File: src/rtl/serial_subtractor.sv
// Bit-serial subtractor: computes A - B one accepted bit per cycle, LSB first,
// over a WIDTH-bit frame, with per-bit output plus parallel word and final borrow.
module serial_subtractor #(
  parameter int WIDTH = 8
) (
  input  logic             clk_in,
  input  logic             rst_in,
  input  logic             start_in,
  input  logic             valid_in,
  input  logic             a_in,
  input  logic             b_in,
  output logic             diff_out,
  output logic             diff_valid_out,
  output logic [WIDTH-1:0] diff_word_out,
  output logic             borrow_out,
  output logic             done_out,
  output logic             busy_out
);

  localparam int CW = $clog2(WIDTH + 1);

  typedef enum logic [1:0] {
    IDLE = 2'd0,
    RUN  = 2'd1,
    DONE = 2'd2
  } state_t;

  state_t           state_r, state_s;
  logic [CW-1:0]    cnt_r, cnt_s;
  logic             borrow_r, borrow_s;
  logic [WIDTH-1:0] shift_r, shift_s;
  logic             diff_s, diff_valid_s, done_s, busy_s, borrow_out_s;
  logic [WIDTH-1:0] word_s;

  function automatic logic diff_bit(input logic a, input logic b, input logic br);
    diff_bit = a ^ b ^ br;
  endfunction

  function automatic logic borrow_next(input logic a, input logic b, input logic br);
    borrow_next = (~a & b) | (~(a ^ b) & br);
  endfunction

  // Next-state, datapath and registered-output values.
  always_comb begin
    state_s      = state_r;
    cnt_s        = cnt_r;
    borrow_s     = borrow_r;
    shift_s      = shift_r;
    diff_s       = diff_out;
    diff_valid_s = 1'b0;
    word_s       = diff_word_out;
    borrow_out_s = borrow_out;
    done_s       = (state_r == DONE);

    case (state_r)
      IDLE: begin
        if (start_in) begin
          state_s      = RUN;
          cnt_s        = '0;
          borrow_s     = 1'b0;
          shift_s      = '0;
          word_s       = '0;
          borrow_out_s = 1'b0;
        end else begin
          state_s = IDLE;
        end
      end
      RUN: begin
        if (start_in) begin
          // Abort: restart the frame with the same clear as from IDLE.
          state_s      = RUN;
          cnt_s        = '0;
          borrow_s     = 1'b0;
          shift_s      = '0;
          word_s       = '0;
          borrow_out_s = 1'b0;
        end else if (valid_in) begin
          diff_s       = diff_bit(a_in, b_in, borrow_r);
          diff_valid_s = 1'b1;
          borrow_s     = borrow_next(a_in, b_in, borrow_r);
          shift_s      = {diff_bit(a_in, b_in, borrow_r), shift_r[WIDTH-1:1]};
          cnt_s        = (cnt_r == CW'(WIDTH)) ? cnt_r : cnt_r + CW'(1);
          if (cnt_r == CW'(WIDTH - 1)) begin
            state_s = DONE;
          end else begin
            state_s = RUN;
          end
        end else begin
          state_s = RUN;
        end
      end
      DONE: begin
        // The completed result is published alongside done_out even if a
        // new frame starts in the same cycle.
        word_s       = shift_r;
        borrow_out_s = borrow_r;
        if (start_in) begin
          state_s  = RUN;
          cnt_s    = '0;
          borrow_s = 1'b0;
          shift_s  = '0;
        end else begin
          state_s = IDLE;
        end
      end
      default: begin
        state_s = IDLE;
      end
    endcase

    busy_s = (state_s == RUN);
  end

  // State, datapath and output registers.
  always_ff @(posedge clk_in or posedge rst_in) begin
    if (rst_in) begin
      state_r        <= IDLE;
      cnt_r          <= '0;
      borrow_r       <= 1'b0;
      shift_r        <= '0;
      diff_out       <= 1'b0;
      diff_valid_out <= 1'b0;
      diff_word_out  <= '0;
      borrow_out     <= 1'b0;
      done_out       <= 1'b0;
      busy_out       <= 1'b0;
    end else begin
      state_r        <= state_s;
      cnt_r          <= cnt_s;
      borrow_r       <= borrow_s;
      shift_r        <= shift_s;
      diff_out       <= diff_s;
      diff_valid_out <= diff_valid_s;
      diff_word_out  <= word_s;
      borrow_out     <= borrow_out_s;
      done_out       <= done_s;
      busy_out       <= busy_s;
    end
  end

endmodule

File: config.mk
export PLATFORM = sky130hd
export DESIGN_NAME = serial_subtractor
export DESIGN_NICKNAME = d
export VERILOG_FILES = /design/src/rtl/serial_subtractor.sv
export SDC_FILE = /design/constraint.sdc
export NUM_CORES = 1
export LEC_CHECK = 0
export CORE_AREA = 2 2 57 59
export CTS_CLUSTER_DIAMETER = 100
export DETAILED_ROUTE_END_ITERATION = 10
export DIE_AREA = 0 0 59 61
export PLACE_DENSITY = 0.69
export SLEW_MARGIN = 20
export SYNTH_ARGS = -nofsm -noshare
export SYNTH_HDL_FRONTEND = slang
export SYNTH_SLANG_ARGS = --single-unit
export TNS_END_PERCENT = 10
File: constraint.sdc
create_clock -name clk_in -period 1.8 [get_ports clk_in]
set_input_delay 0.45 -clock clk_in [delete_from_list [all_inputs] [get_ports clk_in]]
set_output_delay 0.45 -clock clk_in [all_outputs]
set_load 0.02 [all_outputs]
**After elaboration in Yosys (flattened, before gate mapping)**

Index checks and enable logic that the tools add are counted.

- Bits in writable memories: 0
- Output and inout bits: 13
- Bits in latches: 0
- ROM bits: 0
- Flip-flop bits (word level): 28
- Logic and storage cells: 60
- Memories kept: 0

- Multipliers: 0
- Shift-type cells: 0
- Bitwise gates (word level): 8
- Eq/ne operators: 9
- Add/subtract/negate cells: 1
- $lt $le $gt $ge: 0
- Reduce and logical (&&, ||, !) cells: 9
- Div/mod/pow operators: 0
- Muxes and demuxes: 23

Operators by type and width:

| kind | number |
|---|---|
| one-hot mux 8 bit (2 select lines) | 2 |
| 2-to-1 mux 8 bit | 3 |
| 2-to-1 mux 4 bit | 4 |
| one-hot mux 4 bit (2 select lines) | 1 |
| 2-to-1 mux 1 bit | 7 |
| 2-to-1 mux 2 bit | 3 |
| inequality test 3 bit, second input constant | 2 |
| AND reduction 3 bit | 2 |
| adder 4 x 1 -> 4 bit, second input constant | 1 |
| == test 2 x 1 -> 1 bit, second input constant | 2 |
| == test 4 x 3 -> 1 bit, second input constant | 1 |
| == test 4 bit, second input constant | 1 |
| inequality test 2 x 1 -> 1 bit, second input constant | 2 |
| one-hot mux 1 bit (2 select lines) | 2 |
| one-hot mux 2 bit (2 select lines) | 1 |
| AND reduction 4 bit | 1 |
| nonzero test 2 bit | 2 |
| OR reduction 2 bit | 2 |
| NOT 1 bit | 3 |
| AND 1 bit | 2 |
| == test 2 bit, second input constant | 1 |
| logical NOT 2 bit | 1 |
| AND reduction 2 bit | 1 |
| bitwise XOR 1 bit | 2 |
| OR 1 bit | 1 |

**Depth between registers and ports, before layout**

Gate-level depths: netlist of the first run.

- Depth in word-level cells: 7
- Mapped depth: 5
- Mapped depth without buffers: 5

**Least setup slack after synthesis of the first run**

OpenSTA, ideal clock, no wires.

- Path type: input port to flip-flop
- From: input a_in
- To: register diff_out
- Arrival time: 1288 ps
- Data required time: 1675 ps
- Setup slack: 387 ps
- Stages on the path: 4
- Cells stage by stage: inv_1 > fa_1 > inv_1 > mux2_2

- Longest elaborated chain between the ends: 2

Ends and longest elaborated chain:

| element | line | source |
|---|---|---|
| from (decl) | 10 | `input logic a_in,` |
| bitwise XOR 1 bit (2 in series) | 36 | `diff_bit = a ^ b ^ br;` |
| to (signal assigned) | 132 | `diff_out <= diff_s;` |
| to (decl) | 12 | `output logic diff_out,` |

Every way passes these cells.
A chain may end at the register's enable or synchronous reset.

**Final worst setup path of the first run**

- From: register diff_word_out[7]
- To: output diff_word_out[7]

RTL lines:

| element | line | source |
|---|---|---|
| from (decl) | 14 | `output logic [WIDTH-1:0] diff_word_out,` |
| from (signal assigned) | 134 | `diff_word_out <= word_s;` |

No word-level cell between the ends.

==> metrics.cfg, run 1 <==
[outcome]
status=finished, final reports clean

[logic_synthesis]
synth_nets=129
synth.area.top_cells=dfrtp_1, mux2i_1, a22o_1, inv_1, nand2_1
syn-instance-count=120
synth_seq_cells=28
synth.yosys.seq_area_share=0.536
synth_edf_count=0
synth_top_area_cell=dfrtp_1
synth_cell_types=28
yosysWarnings=0
async_flop_share=1.00
syn_area_per_cell_um2=10.9
synth_common_cells=dfrtp_1, inv_1, nand2_1, a22o_1, mux2i_1
yosysMostFrequentCell=dfrtp_1
synth_ff_type=dfrtp_1
syn_area_um2=1310
synth_top_area_share=0.536

[power_and_ir_drop]
ir_worst_vdd_mv=0.496
p_total_uw=1560
p_per_area_nw_per_um2=942
leakage_uw=0.000914

[routing]
antenna_left=0
firstDrtPassIters=5
drt_wl_total_um=2480
drtIter0Drc=26
vias_per_cell=5.28
wl_per_cell_um=13.6
vias=961
drc_errors=0

[sta]
tightest_slew_ns=0.554
slew_headroom=0.631
fin_crit_sh=0.970
period_minus_slack_ns=1.75
rsz0062_at_grt=false
setup_viol=0
drv_slew=0
setup_ws_ns=0.0548
finalHoldViolCount=0
finClkSkew_ns=0.00552
fmax_mhz=573

[clocking]
cts_made_buffers=3
cts_setup_buffers=0
clock_path_buffers=2
cts_tree=done
clock-sinks=28
cts.htree.levels=1
cts_resized=0
cts-root-buf=clkbuf_4
clk_pin_slew_ns=0.14
insertion_delay_ns=0.32
ctsHoldBuffers=0

[floorplanning]
ios=19
rows=20
design.core.area_um2=2950
die_area_um2=3600
start_util=0.443
die_x_um=59
die_h_um=61

[critical_path]
r2r-start=cnt_r[0]
cp.arrival_ns=1.30
worstSetupPathType=reg -> out
cp-end-kind=primary output
worstPathCellList=clkdlybuf4s50_1
cpLargestDelayFamily=buffers and inverters
worstPathMaxFanout=2
startpoint=diff_word_out[7]
r2r_end=cnt_r[3]
critPathLaunchType=flop
crit_buf_inv=1
worst_ep_required_time_ns=1.35
slowest_stage=clkdlybuf4s50_1
rrSetupSlack_ns=0.30
critPathMaxStageDelay_ns=0.60
reg2regPathDepth=6

[placement]
gp_congestion=0.843
dp_slack_ns=-0.110
place_area_um2=1610
dp_hpwl_um=1830
port-buffer-count=18

[global_routing]
track_usage=0.161
grt_overflow=0
antenna_found_initial=0
grt_max_degree=29
grt_pass1_wl_um=4320
first_global_vias=973

[cells_and_area]
finalNetCount=160
antenna_cells=0
drive_gt1_frac=0.141
utilization=0.559
syn2layout_area_growth_pct=26.3
fin_area_um2=1650

[hold_path]
hp-class=in -> async

[job]
cap_violations=0

where the power goes:
part / internal, uW / switching (uW) / total (uW)
Combinational: 246 / 286 / 532
Sequential: 709 / 64.3 / 774
Clock: 78.4 / 172 / 250
layout by cell type (no fill, tap or decap):
master            n
o22ai_1           2
buf_12            1
nor2_2            1
nor4bb_1          1
mux2i_1          10
and3_4            1
or3_1             1
a21o_1            2
a21oi_2           1
o2bb2ai_1         1
clkbuf_4          3
a221oi_1          1
nand2b_1          3
nor4_1            1
inv_1            17
nor3_1            2
o221ai_1          1
ha_1              2
a21oi_4           1
buf_4            11
dfrtp_1          28
mux2_2            1
fa_1              1
a211oi_2          1
o21ai_0           6
nand2_1          17
a22o_1           10
nor2b_1           2
clkdlybuf4s50_1  10
dlymetal6s2s_1    8
nand3_1           2
worst max path at each step:
stage | endpoint | cells after the start
2_1_floorplan | diff_out | 4
3_3_place_gp | diff_out | 5
3_5_place_dp | diff_out | 5
4_1_cts | diff_word_out[3] | 1
5_1_grt | diff_out | 1
6_report | diff_word_out[7] | 1
sequential cells by signal (all words and copies together), names as in the netlist:
name	cells
borrow_out	1
borrow_r	1
busy_out	1
cnt_r	4
diff_out	1
diff_valid_out	1
diff_word_out	8
done_out	1
shift_r	8
state_r	2
layout make-up:
| type | instances | area (um2) |
|---|---|---|
| Clock buffer | 3 | 22.5 |
| Fill cell | 251 | 1300 |
| Inverter | 17 | 63.8 |
| Multi-Input combinational cell | 71 | 520 |
| Sequential cell | 28 | 701 |
| Tap cell | 33 | 41.3 |
| Timing Repair Buffer | 30 | 303 |
layer usage:
layer / up-vias / global-route usage / share of wire
li1: 471 / - / -
met1: 469 / 0.203 / 0.47
met2: 16 / 0.281 / 0.50
met3: 5 / 0.0256 / 0.021
met4: 0 / 0.0584 / 0.015
met5: - / 0 / 0
per-stage QoR:
step	cells	hold WS [ns]	setup TNS [ns]
after global routing	182	0.493	0
final	182	0.473	0
after CTS	182	0.475	0
after global placement	179	0.490	-0.121
after floorplan	120	0.482	0
after detailed placement	179	0.487	-0.418
logic make-up after synthesis:
| family | count (synthesis) | synth area share |
|---|---|---|
| and+or+nand+nor | 31 | 0.119 |
| muxes | 11 | 0.0852 |
| buffers and inverters | 21 | 0.0660 |
| adders and majority gates | 3 | 0.0344 |
| AOI/OAI and AO/OA | 26 | 0.160 |
| DFF | 28 | 0.536 |
Power figures use the tool's default switching activity.
==> inputs of run 2 (changes only) <==
- ABC_AREA: default -> 1
- CORE_AREA: 2 2 57 59 -> 2 2 56 58
- DIE_AREA: 0 0 59 61 -> 0 0 58 60
==> run 2 against run 1 <==
Non-clock buffer count is 7 lower. Area after synthesis decreased by 4.4%. Critical endpoint unchanged. Fmax down 0.61%. Highest routed layer unchanged. Design area decreased by 4.7%. Sequential cell count unchanged. Clock power rose by 62%. Sequential power shrank 0.9%. Utilization fell by 1.7 points. Die area decreased by 3.3%.
==> metrics.cfg, run 2 <==
[cells_and_area]
reg_top3=diff_word_out x8, shift_r x8, cnt_r x4
finalNonFillerCells=198
antenna_cells=0
syn2layout_area_growth_pct=25.9
utilization=0.542
finalNetCount=175
final_common_cell=inv_1
drive_gt1_frac=0.0970
final_cell_mix=inv_1, dfrtp_1, nand2_1

[clocking]
clock_path_buffers=2
cts_tree=done
clock-sinks=28
insertion_delay_ns=0.33
cts-root-buf=clkbuf_4
cts_made_buffers=3
cts_setup_buffers=0
cts.htree.levels=1
ctsHoldBuffers=0
clk_pin_slew_ns=0.15
cts_resized=0

[logic_synthesis]
synth_edf_count=0
synth_common_cells=inv_1, dfrtp_1, nand2_1, o21ai_0, nand3_1
synth.yosys.seq_area_share=0.561
synth_top_area_cell=dfrtp_1
syn_area_um2=1250
synth_top_area_share=0.561
synth_seq_cells=28
synth_cell_types=19
synth.area.top_cells=dfrtp_1, inv_1, nand2_1, o21ai_0, o22ai_1
synth_nets=149
synth_ff_type=dfrtp_1
syn-instance-count=140
syn_area_per_cell_um2=8.93
yosysWarnings=0
async_flop_share=1.00
yosysMostFrequentCell=inv_1

[routing]
drc_errors=0
vias=998
drtIter0Drc=10
wl_per_cell_um=11.7
met2WireLength_um=1140
vias_per_cell=5.04
antenna_left=0
dr_wl_met3_um=60
wl_met1_um=1080
drt_wl_total_um=2310
top_layer=met4
firstDrtPassIters=4

[floorplanning]
rows=20
start_util=0.431
die_h_um=60
ios=19
die_area_um2=3480
design.core.area_um2=2900
die_x_um=58

[sta]
tightest_slew_ns=0.342
rsz0062_at_grt=false
fin_crit_sh=0.976
drv_slew=0
finalSetupTns_ns=0
finalHoldViolCount=0
finClkSkew_ns=0.00793
setup_viol=0
slew_headroom=0.772
period_minus_slack_ns=1.76
fmax_mhz=569

[critical_path]
critPathLaunchType=flop
cp-end-kind=primary output
critPathMaxStageDelay_ns=0.61
worstSetupPathType=reg -> out
slowest_stage=clkdlybuf4s50_1
cp.arrival_ns=1.31
cpLargestDelayFamily=buffers and inverters
crit_buf_inv=1
worstPathMaxFanout=2
worstPathCellList=clkdlybuf4s50_1
worst_ep_required_time_ns=1.35

[placement]
dp.cells=194
port-buffer-count=18
dp_hpwl_um=1630
gp_congestion=0.839

[global_routing]
grt_pass1_wl_um=4170
grt_overflow=0
grt_max_degree=29
antenna_found_initial=0
first_global_vias=1031
track_usage=0.156

[outcome]
status=finished, final reports clean

[power_and_ir_drop]
leakage_uw=0.000878
ir_worst_vdd_mv=0.588
p_per_area_nw_per_um2=1030

[hold_path]
hp-class=in -> async

[job]
cap_violations=0

run 2: kinds of logic after synthesis:
logic type                 share of synthesized area
DFF                                            0.561
buffers and inverters                          0.112
and+or+nand+nor                                0.191
AOI/OAI and AO/OA                              0.100
adders and majority gates                     0.0360
run 2: final timing paths:
path | start | end | slack, ns | cells past startpoint
min in group clk_in | diff_out | diff_out | 0.51 | 2
worst max register to register | state_r[0] | cnt_r[0] | 0.54 | 7
max in group asynchronous | rst_in | cnt_r[0] | 1.08 | 3
worst min register to register | diff_out | diff_out | 0.51 | 2
worst max-delay path | diff_word_out[7] | diff_word_out[7] | 0.04 | 1
worst min-delay path | rst_in | diff_valid_out | 0.46 | 3
run 2: layout make-up:
cell class                 count  area, um2
clock buffer                   3       22.5
tap                           33       41.3
inverter                      32        120
sequential                    28        701
timing repair buffer          23        250
clock inverter                 1       30.0
fill                         274       1330
multi-input combinational     78        409
run 2: per-stage QoR:
step	total power (uW)	area [um2]	hold WS, ns	worst slack (ns)
after floorplan	1070	1250	0.478	0.512
after global placement	1220	1500	0.493	0.0293
after detailed placement	1230	1500	0.492	-0.00157
after CTS	1640	1550	0.462	0.0100
after global routing	1730	1570	0.518	0.00243
final	1620	1570	0.457	0.0440
run 2: per-layer routing:
layer	up-vias	track usage
met3	4	0.0195
li1	489	-
met2	13	0.273
met5	-	0
met1	492	0.191
met4	0	0.0731
run 2: power by group:
part | internal (uW) | total, uW | switching [uW]
logic | 174 | 443 | 269
registers | 707 | 767 | 60.7
clock network | 225 | 405 | 180
total | 1110 | 1620 | 510
==> inputs of run 3 (changes only) <==
- SLEW_MARGIN: 20 -> default
==> results of run 3 <==
Final layout, timing and power as in run 2 (identical DEF).
